--- src/rtl/mac_sequencer.sv ---
// mac_sequencer: steps one MAC through N_NEURONS dot products of N_INPUTS terms,
// fetching weights/inputs from synchronous-read memories and capturing each result.
module mac_sequencer #(
    parameter int N_INPUTS  = 4,
    parameter int N_NEURONS = 2,
    parameter int X_ADDR_W  = 2,
    parameter int W_ADDR_W  = 3,
    parameter int IDX_W     = 1
) (
    input  logic                clk,
    input  logic                reset,
    input  logic                start,
    output logic                busy,
    output logic                done,
    output logic                rd_en,
    output logic [W_ADDR_W-1:0] w_addr,
    output logic [X_ADDR_W-1:0] x_addr,
    input  logic [7:0]          w_rdata,
    input  logic [7:0]          x_rdata,
    output logic [7:0]          mac_weight,
    output logic [7:0]          mac_in,
    output logic                mac_forget,
    output logic                mac_oe,
    output logic                mac_reset,
    input  logic [7:0]          mac_out,
    output logic [7:0]          result,
    output logic [IDX_W-1:0]    result_idx,
    output logic                result_valid
);
    typedef enum logic [2:0] {IDLE, FETCH, DRAIN, READ, DONE} state_t;
    state_t state, next_state;
    logic [IDX_W-1:0] neuron;
    logic drain, v1, v2, last_i, last_n;
    assign last_i = x_addr == X_ADDR_W'(N_INPUTS - 1);
    assign last_n = neuron == IDX_W'(N_NEURONS - 1);
    // Zero-forced data keeps the free-running MAC accumulator still between pairs
    assign mac_weight = v1 ? w_rdata : 8'd0;
    assign mac_in     = v1 ? x_rdata : 8'd0;
    always_comb begin
        next_state = state;
        case (state)
            IDLE:    next_state = start ? FETCH : IDLE;
            FETCH:   next_state = last_i ? DRAIN : FETCH;
            DRAIN:   next_state = drain ? READ : DRAIN;
            READ:    next_state = last_n ? DONE : FETCH;
            default: next_state = IDLE;
        endcase
    end
    always_ff @(posedge clk or negedge reset) begin
        if (!reset) begin
            state        <= IDLE;
            x_addr       <= '0;
            w_addr       <= '0;
            neuron       <= '0;
            drain        <= 1'b0;
            v1           <= 1'b0;
            v2           <= 1'b0;
            rd_en        <= 1'b0;
            mac_forget   <= 1'b0;
            mac_oe       <= 1'b0;
            mac_reset    <= 1'b1;
            busy         <= 1'b0;
            done         <= 1'b0;
            result_valid <= 1'b0;
            result       <= '0;
            result_idx   <= '0;
        end else begin
            state        <= next_state;
            x_addr       <= state == FETCH ? (last_i ? '0 : x_addr + 1'b1) : x_addr;
            w_addr       <= state == FETCH ? (last_i && last_n ? '0 : w_addr + 1'b1) : w_addr;
            neuron       <= state == READ ? (last_n ? '0 : neuron + 1'b1) : neuron;
            drain        <= state == DRAIN && !drain;
            rd_en        <= next_state == FETCH;
            v1           <= rd_en;
            v2           <= v1;
            // First cycle the MAC's input registers hold pair 0
            mac_forget   <= v1 && !v2;
            mac_oe       <= next_state == READ;
            mac_reset    <= next_state == IDLE;
            busy         <= next_state != IDLE;
            done         <= next_state == DONE;
            result_valid <= state == READ;
            result       <= state == READ ? mac_out : result;
            result_idx   <= state == READ ? neuron : result_idx;
        end
    end
endmodule

--- config.mk ---
export PLATFORM = sky130hd
export DESIGN_NAME = mac_sequencer
export DESIGN_NICKNAME = d
export VERILOG_FILES = /design/src/rtl/mac_sequencer.sv
export SDC_FILE = /design/constraint.sdc
export NUM_CORES = 1
export LEC_CHECK = 0
export ABC_AREA = 1
export CORE_MARGIN = 2
export CORE_UTILIZATION = 45
export DETAILED_ROUTE_END_ITERATION = 8
export DONT_BUFFER_PORTS = 1
export GPL_TIMING_DRIVEN = 0
export HOLD_SLACK_MARGIN = 0.08
export PLACE_DENSITY = 0.67
export SYNTH_ARGS = -nofsm -noshare
export SYNTH_HDL_FRONTEND = slang
export SYNTH_SLANG_ARGS = --single-unit
--- constraint.sdc ---
create_clock -name clk -period 1.22 [get_ports clk]
set_clock_uncertainty 0.15 [all_clocks]
set_input_delay 0.183 -clock clk [delete_from_list [all_inputs] [get_ports clk]]
set_output_delay 0.183 -clock clk [all_outputs]
set_load 0.02 [all_outputs]
======== After elaboration in Yosys (flattened, before gate mapping) ========
Index checks and enable logic that the tools add are counted.
operators by class
  add/subtract/negate cells ............... 3
  $mul .................................... 0
  div/mod/pow operators ................... 0
  $lt $le $gt $ge ......................... 0
  equal/unequal tests ..................... 7
  shift-type cells ........................ 0
  multiplexer cells ....................... 10
  bitwise logic cells ..................... 0
  reduce and logical (&&, ||, !) cells .... 8
operators by type and width
  cell                                                             count
  8-bit two-way mux                                                2
  3-bit case mux with 4 select lines                               1
  3-bit by 2-bit == test with 1-bit output, second input constant  3
  3-bit by 1-bit == test with 1-bit output, second input constant  2
  3-bit zero test                                                  2
  3-bit two-way mux                                                2
  2-bit two-way mux                                                2
  3-bit by 1-bit adder with 3-bit output, second input constant    1
  3-bit == test, second input constant                             1
  1-bit logical AND                                                3
  1-bit two-way mux                                                3
  3-bit nonzero test                                               1
  2-bit by 1-bit adder with 2-bit output, second input constant    1
  2-bit == test, second input constant                             1
  1-bit zero test                                                  2
  1-bit adder, second input constant                               1
storage, ports and cells
  flip-flop bits (word level) ............. 28
  bits in latches ......................... 0
  RAM bits ................................ 0
  memory bits (read-only) ................. 0
  bits of input ports ..................... 27
  output and inout port bits .............. 37
  logic and storage cells ................. 44
  memories kept ........................... 0

======== Longest topological paths before layout ========
  word-level depth ........................ 4
  gate-level depth with buffers ........... 7
  gate-level depth less buffers ........... 7

======== Worst setup path before layout ========
OpenSTA, ideal clock, no wires.
  path type ............................... register -> register
  start ................................... register x_addr[0]
  end ..................................... register busy
  setup time .............................. 0.127 ns
  arrival time ............................ 1.049 ns
  data required time ...................... 0.943 ns
  path slack .............................. -0.106 ns
  stages on the path, launching flop included .. 7
  buffers on the path ..................... 0
  clock period less this slack ............ 1.326 ns
  cells stage by stage .................... dfrtp_1 -> ha_1 -> inv_1 -> nand4_1 -> nand2_2 -> nor2_4 -> nand3b_1
on the way
  cells in the longest elaborated chain, start to end .. 4
ends and longest elaborated chain
  what                                line  source
  start, declared                     17    output logic [X_ADDR_W-1:0] x_addr,
  start signal, assigned              69    x_addr <= state == FETCH ? (last_i ? '0 : x_addr + 1'b1) : x_addr;
  2-bit == test                       34    assign last_i = x_addr == X_ADDR_W'(N_INPUTS - 1);
  2-bit two-way mux                   43    FETCH: next_state = last_i ? DRAIN : FETCH;
  3-bit case mux with 4 select lines  41    case (state)
  3-bit nonzero test                  80    busy <= next_state != IDLE;
  end signal, assigned                62    busy <= 1'b0;
  end signal, assigned                80
  end, declared                       13    output logic busy,
No other way between the ends.
A chain may end at the register's enable or synchronous reset.

======== Worst setup path in the final report ========
  start ................................... register v1
  end ..................................... output mac_in[6]
on the way
  cells in the longest elaborated chain, start to end .. 1
ends and longest elaborated chain
  what                    line  source
  start, declared         33    logic drain, v1, v2, last_i, last_n;
  start signal, assigned  74    v1 <= rd_en;
  8-bit two-way mux       38    assign mac_in = v1 ? x_rdata : 8'd0;
  end, declared           21    output logic [7:0] mac_in,
No other way between the ends.

==> run summary <==
status -> finished with violations
failing checks -> setup timing
# DRC -> 0
Std-Cell Rows -> 18
hold crit path type -> in2async
vias in the first global route -> 879
CP Data Required Time -> 0.89 ns
Die Wd -> 56.02 µm
FF/Latch Area -> 710.7 µm²
Yosys top cell area share -> 55.50%
post-layout util -> 67.56%
CTS Buf Count -> 3
drt wl/cell -> 13.23 µm
Synth Area in Adders -> 2.055%
layout cells sized above 1 -> 53.66%
crit path buf inv count -> 3
LEAKAGE -> 0.8917 nW
synthesis-stage register bit count -> 28
maximum VDD drop -> 1.601 mV
die area -> 3138 µm²
sequence of cells on the critical path -> clkbuf_8 > buf_6 > nand2_2 > inv_4
syn nets -> 170
area added between synthesis and finish -> 39.98%
FMAX -> 0.6651 GHz
fin crit share -> 123.2%
Tot GR Track Use -> 15.23%
Max-cap violations -> 0
Clock Tree Buf Depth -> 2
post-synthesis mux area share -> 0%
TritonCTS clock tree -> done
DR vias -> 958
grt ovf -> 0
initial drt markers -> 8
largest cells by area after synthesis -> dfrtp_1 55%, nand2_1 17%, inv_1 7.1%, dfstp_2 2.2%, ha_1 2.1%
synth unique cells -> 23
met1 WL -> 974 µm
first-pass GRT wire length -> 3767 µm
met2 wire length -> 1331 µm
Vias per Instance -> 4.938
H-tree depth -> 1
Rel. slew slack -> 83.72%
crit path launch type -> flip-flop
RePlAce Congestion -> 0.7557
CP peak stage delay -> 0.43 ns
Antenna diodes -> 0
Total Power -> 0.004926 W
Fin Setup TNS -> -4.790 ns
Post-Syn Area -> 1217 µm²
DIE HEIGHT -> 56.02 µm
Synth Instances -> 141
CP arrival -> 1.17 ns
CP Max Fanout -> 5
power density cells -> 2891 nW/µm²
Post-Syn Area per Cell -> 8.634 µm²
xor/xnor share of the synthesized area -> 0.7194%
post-synthesis compound-gate area fraction -> 2.569%
Routed WL -> 2567 µm
I/O Pins -> 64
uppermost layer routed -> met4
clk root buf -> clkbuf_4
Starting Density -> 48.26%
Final WS setup -> -0.2835 ns
initial antenna violation count -> 0
CTS sink count -> 28
Slew Viols, Final -> 0
crit-path leading delay family -> flip-flops
area leader, netlist -> dfrtp_1
Slew @ Worst Pin -> 0.2442 ns
clk_lat worst skew -> 0.33 ns
CP endpoint kind -> primary output
drt pass-1 iters -> 4
final-layout fill cell count -> 187
Crit-path slowest cell -> dfrtp_1
CTS clock-pin slew for the worst setup and hold paths -> 0.16 ns
Buffers on Ports -> 0
Tmin final -> 1.504 ns
post-synthesis simple-gate area fraction -> 26.41%
register area share after synthesis -> 57.66%
DP HPWL -> 1567 µm
endpoints failing setup -> 34
Synth Warn # -> 0
RSZ-0062 raised after global routing -> true
largest family of logic cells by synthesized area -> simple AND/OR/NAND/NOR gates
Nets -> 194
Multi-input gate area -> 536.8 µm²
Worst Setup Path Type -> reg2out
pin count of the biggest net entering global routing -> 29
Core ar. -> 2522 µm²
met3 wire len -> 251 µm
Final Hold Vio Count -> 0
remaining antenna violation count -> 0
==> layout by cell type, fill, tap and decap left out <==
| cell | Yosys | routed |
|---|---|---|
| buf_12 | 0 | 1 |
| buf_4 | 1 | 4 |
| buf_6 | 1 | 6 |
| bufinv_16 | 0 | 1 |
| clkbuf_4 | 0 | 3 |
| clkbuf_8 | 0 | 2 |
| dfrtp_1 | 27 | 20 |
| dfrtp_2 | 0 | 7 |
| dfstp_2 | 1 | 1 |
| dlygate4sd3_1 | 0 | 10 |
| ha_4 | 0 | 2 |
| inv_1 | 23 | 5 |
| inv_2 | 4 | 14 |
| inv_4 | 0 | 8 |
| nand2_1 | 55 | 30 |
| nand2_2 | 3 | 23 |
| nand2_4 | 0 | 5 |
| nand3_1 | 3 | 2 |
| nand3_2 | 1 | 1 |
| nand3_4 | 0 | 1 |
| nand3b_1 | 1 | 1 |
| nand4_1 | 2 | 2 |
| nor2_1 | 6 | 4 |
| nor2_2 | 1 | 2 |
| nor2_4 | 2 | 3 |
| o21a_1 | 1 | 1 |
| o21ai_1 | 1 | 1 |
| o21ai_2 | 1 | 3 |
| xor2_2 | 0 | 1 |
==> flip-flops by register name, summed over array words and instances, names as in the netlist <==
| signal | count |
|---|---|
| result_valid | 1 |
| rd_en | 1 |
| busy | 1 |
| result | 8 |
| x_addr | 2 |
| state | 3 |
| w_addr | 3 |
| last_n | 1 |
| mac_reset | 1 |
| mac_forget | 1 |
| drain | 1 |
| result_idx | 1 |
| mac_oe | 1 |
| done | 1 |
| v1 | 1 |
| v2 | 1 |
==> synthesized netlist by cell type (all sizes together) <==
| cell type | number |
|---|---|
| buf | 3 |
| clkbuf | 1 |
| dfrtp | 27 |
| dfstp | 1 |
| ha | 2 |
| inv | 27 |
| nand2 | 58 |
| nand3 | 4 |
| nand3b | 1 |
| nand4 | 2 |
| nor2 | 9 |
| o21a | 1 |
| o21ai | 4 |
| xor2 | 1 |
==> report_power, final <==
| group | internal, W | leakage [nW] | switching, W | total [W] |
|---|---|---|---|---|
| sequential | 0.00137 | 0.339 | 0.000759 | 0.00213 |
| clock | 0.000332 | 0.0279 | 0.000276 | 0.000608 |
| combinational | 0.000928 | 0.525 | 0.00126 | 0.00219 |
==> stage by stage <==
stage | hold slack, ns | std cells | instance area, µm² | setup WS (ns)
after floorplan | -0.2626 | 141 | 1235 | -0.006918
after global placement | -0.2620 | 171 | 1272 | -0.07595
after global routing | 0.1400 | 194 | 1704 | -0.3457
final | 0.1393 | 194 | 1704 | -0.2835
after detailed placement | -0.2621 | 171 | 1272 | -0.1024
after CTS | 0.1112 | 190 | 1544 | -0.2792
==> worst register-to-register path, cell delays in order, from the launching register on <==
cell     delay (ns)
dfrtp_2        0.50
ha_4           0.17
inv_2          0.04
nand4_1        0.10
nand2_2        0.09
nor2_4         0.13
nand2_1        0.06
nor2_1         0.10
==> kinds of logic after synthesis <==
kind of cell | Yosys count
AOI/OAI and AO/OA | 5
and+or+nand+nor | 74
DFF | 28
xor gates and xnor gates | 1
buffers and inverters | 31
adders and majority gates | 2
==> cell type report <==
cell class                      instances  area share, %
Buffer                                  4          2.790
Multi-Input combinational cell         82          31.50
Clock buffer                            3          1.322
Timing Repair Buffer                   19          11.60
Tap cell                               30          2.203
Clock inverter                          1          1.762
Sequential cell                        28          41.70
Inverter                               27          7.122
==> routing by layer <==
layer	vias up	global-route usage (%)
met3	2	4.419
li1	457	-
met4	0	4.082
met5	-	0
met2	56	28.57
met1	443	16.49
==> final timing paths <==
kind,from,endpoint,slack (ns),cells past startpoint
worst max-delay path,v1$_DFF_PN0_,mac_in[6],-0.28,4
worst min-delay path,reset,state[0]$_DFF_PN0_,0.14,2
worst max register to register,x_addr[0]$_DFFE_PN0N_,mac_reset$_DFF_PN1_,-0.16,7
worst min register to register,v2$_DFF_PN0_,mac_forget$_DFF_PN0_,0.26,1
max in group asynchronous,reset,mac_reset$_DFF_PN1_,0.56,2
min in group clk,v2$_DFF_PN0_,mac_forget$_DFF_PN0_,0.26,1
==> what timing repair did <==
action	in CTS	in global routing
gates cloned	2	1
pin swaps	1	8
gates resized for setup	39	43
hold buffers	11	0
buffers inserted	2	3
hold endpoints to repair	40	0
endpoints found under the setup margin	27	38
No activity file was read; power rests on OpenSTA's default activity.
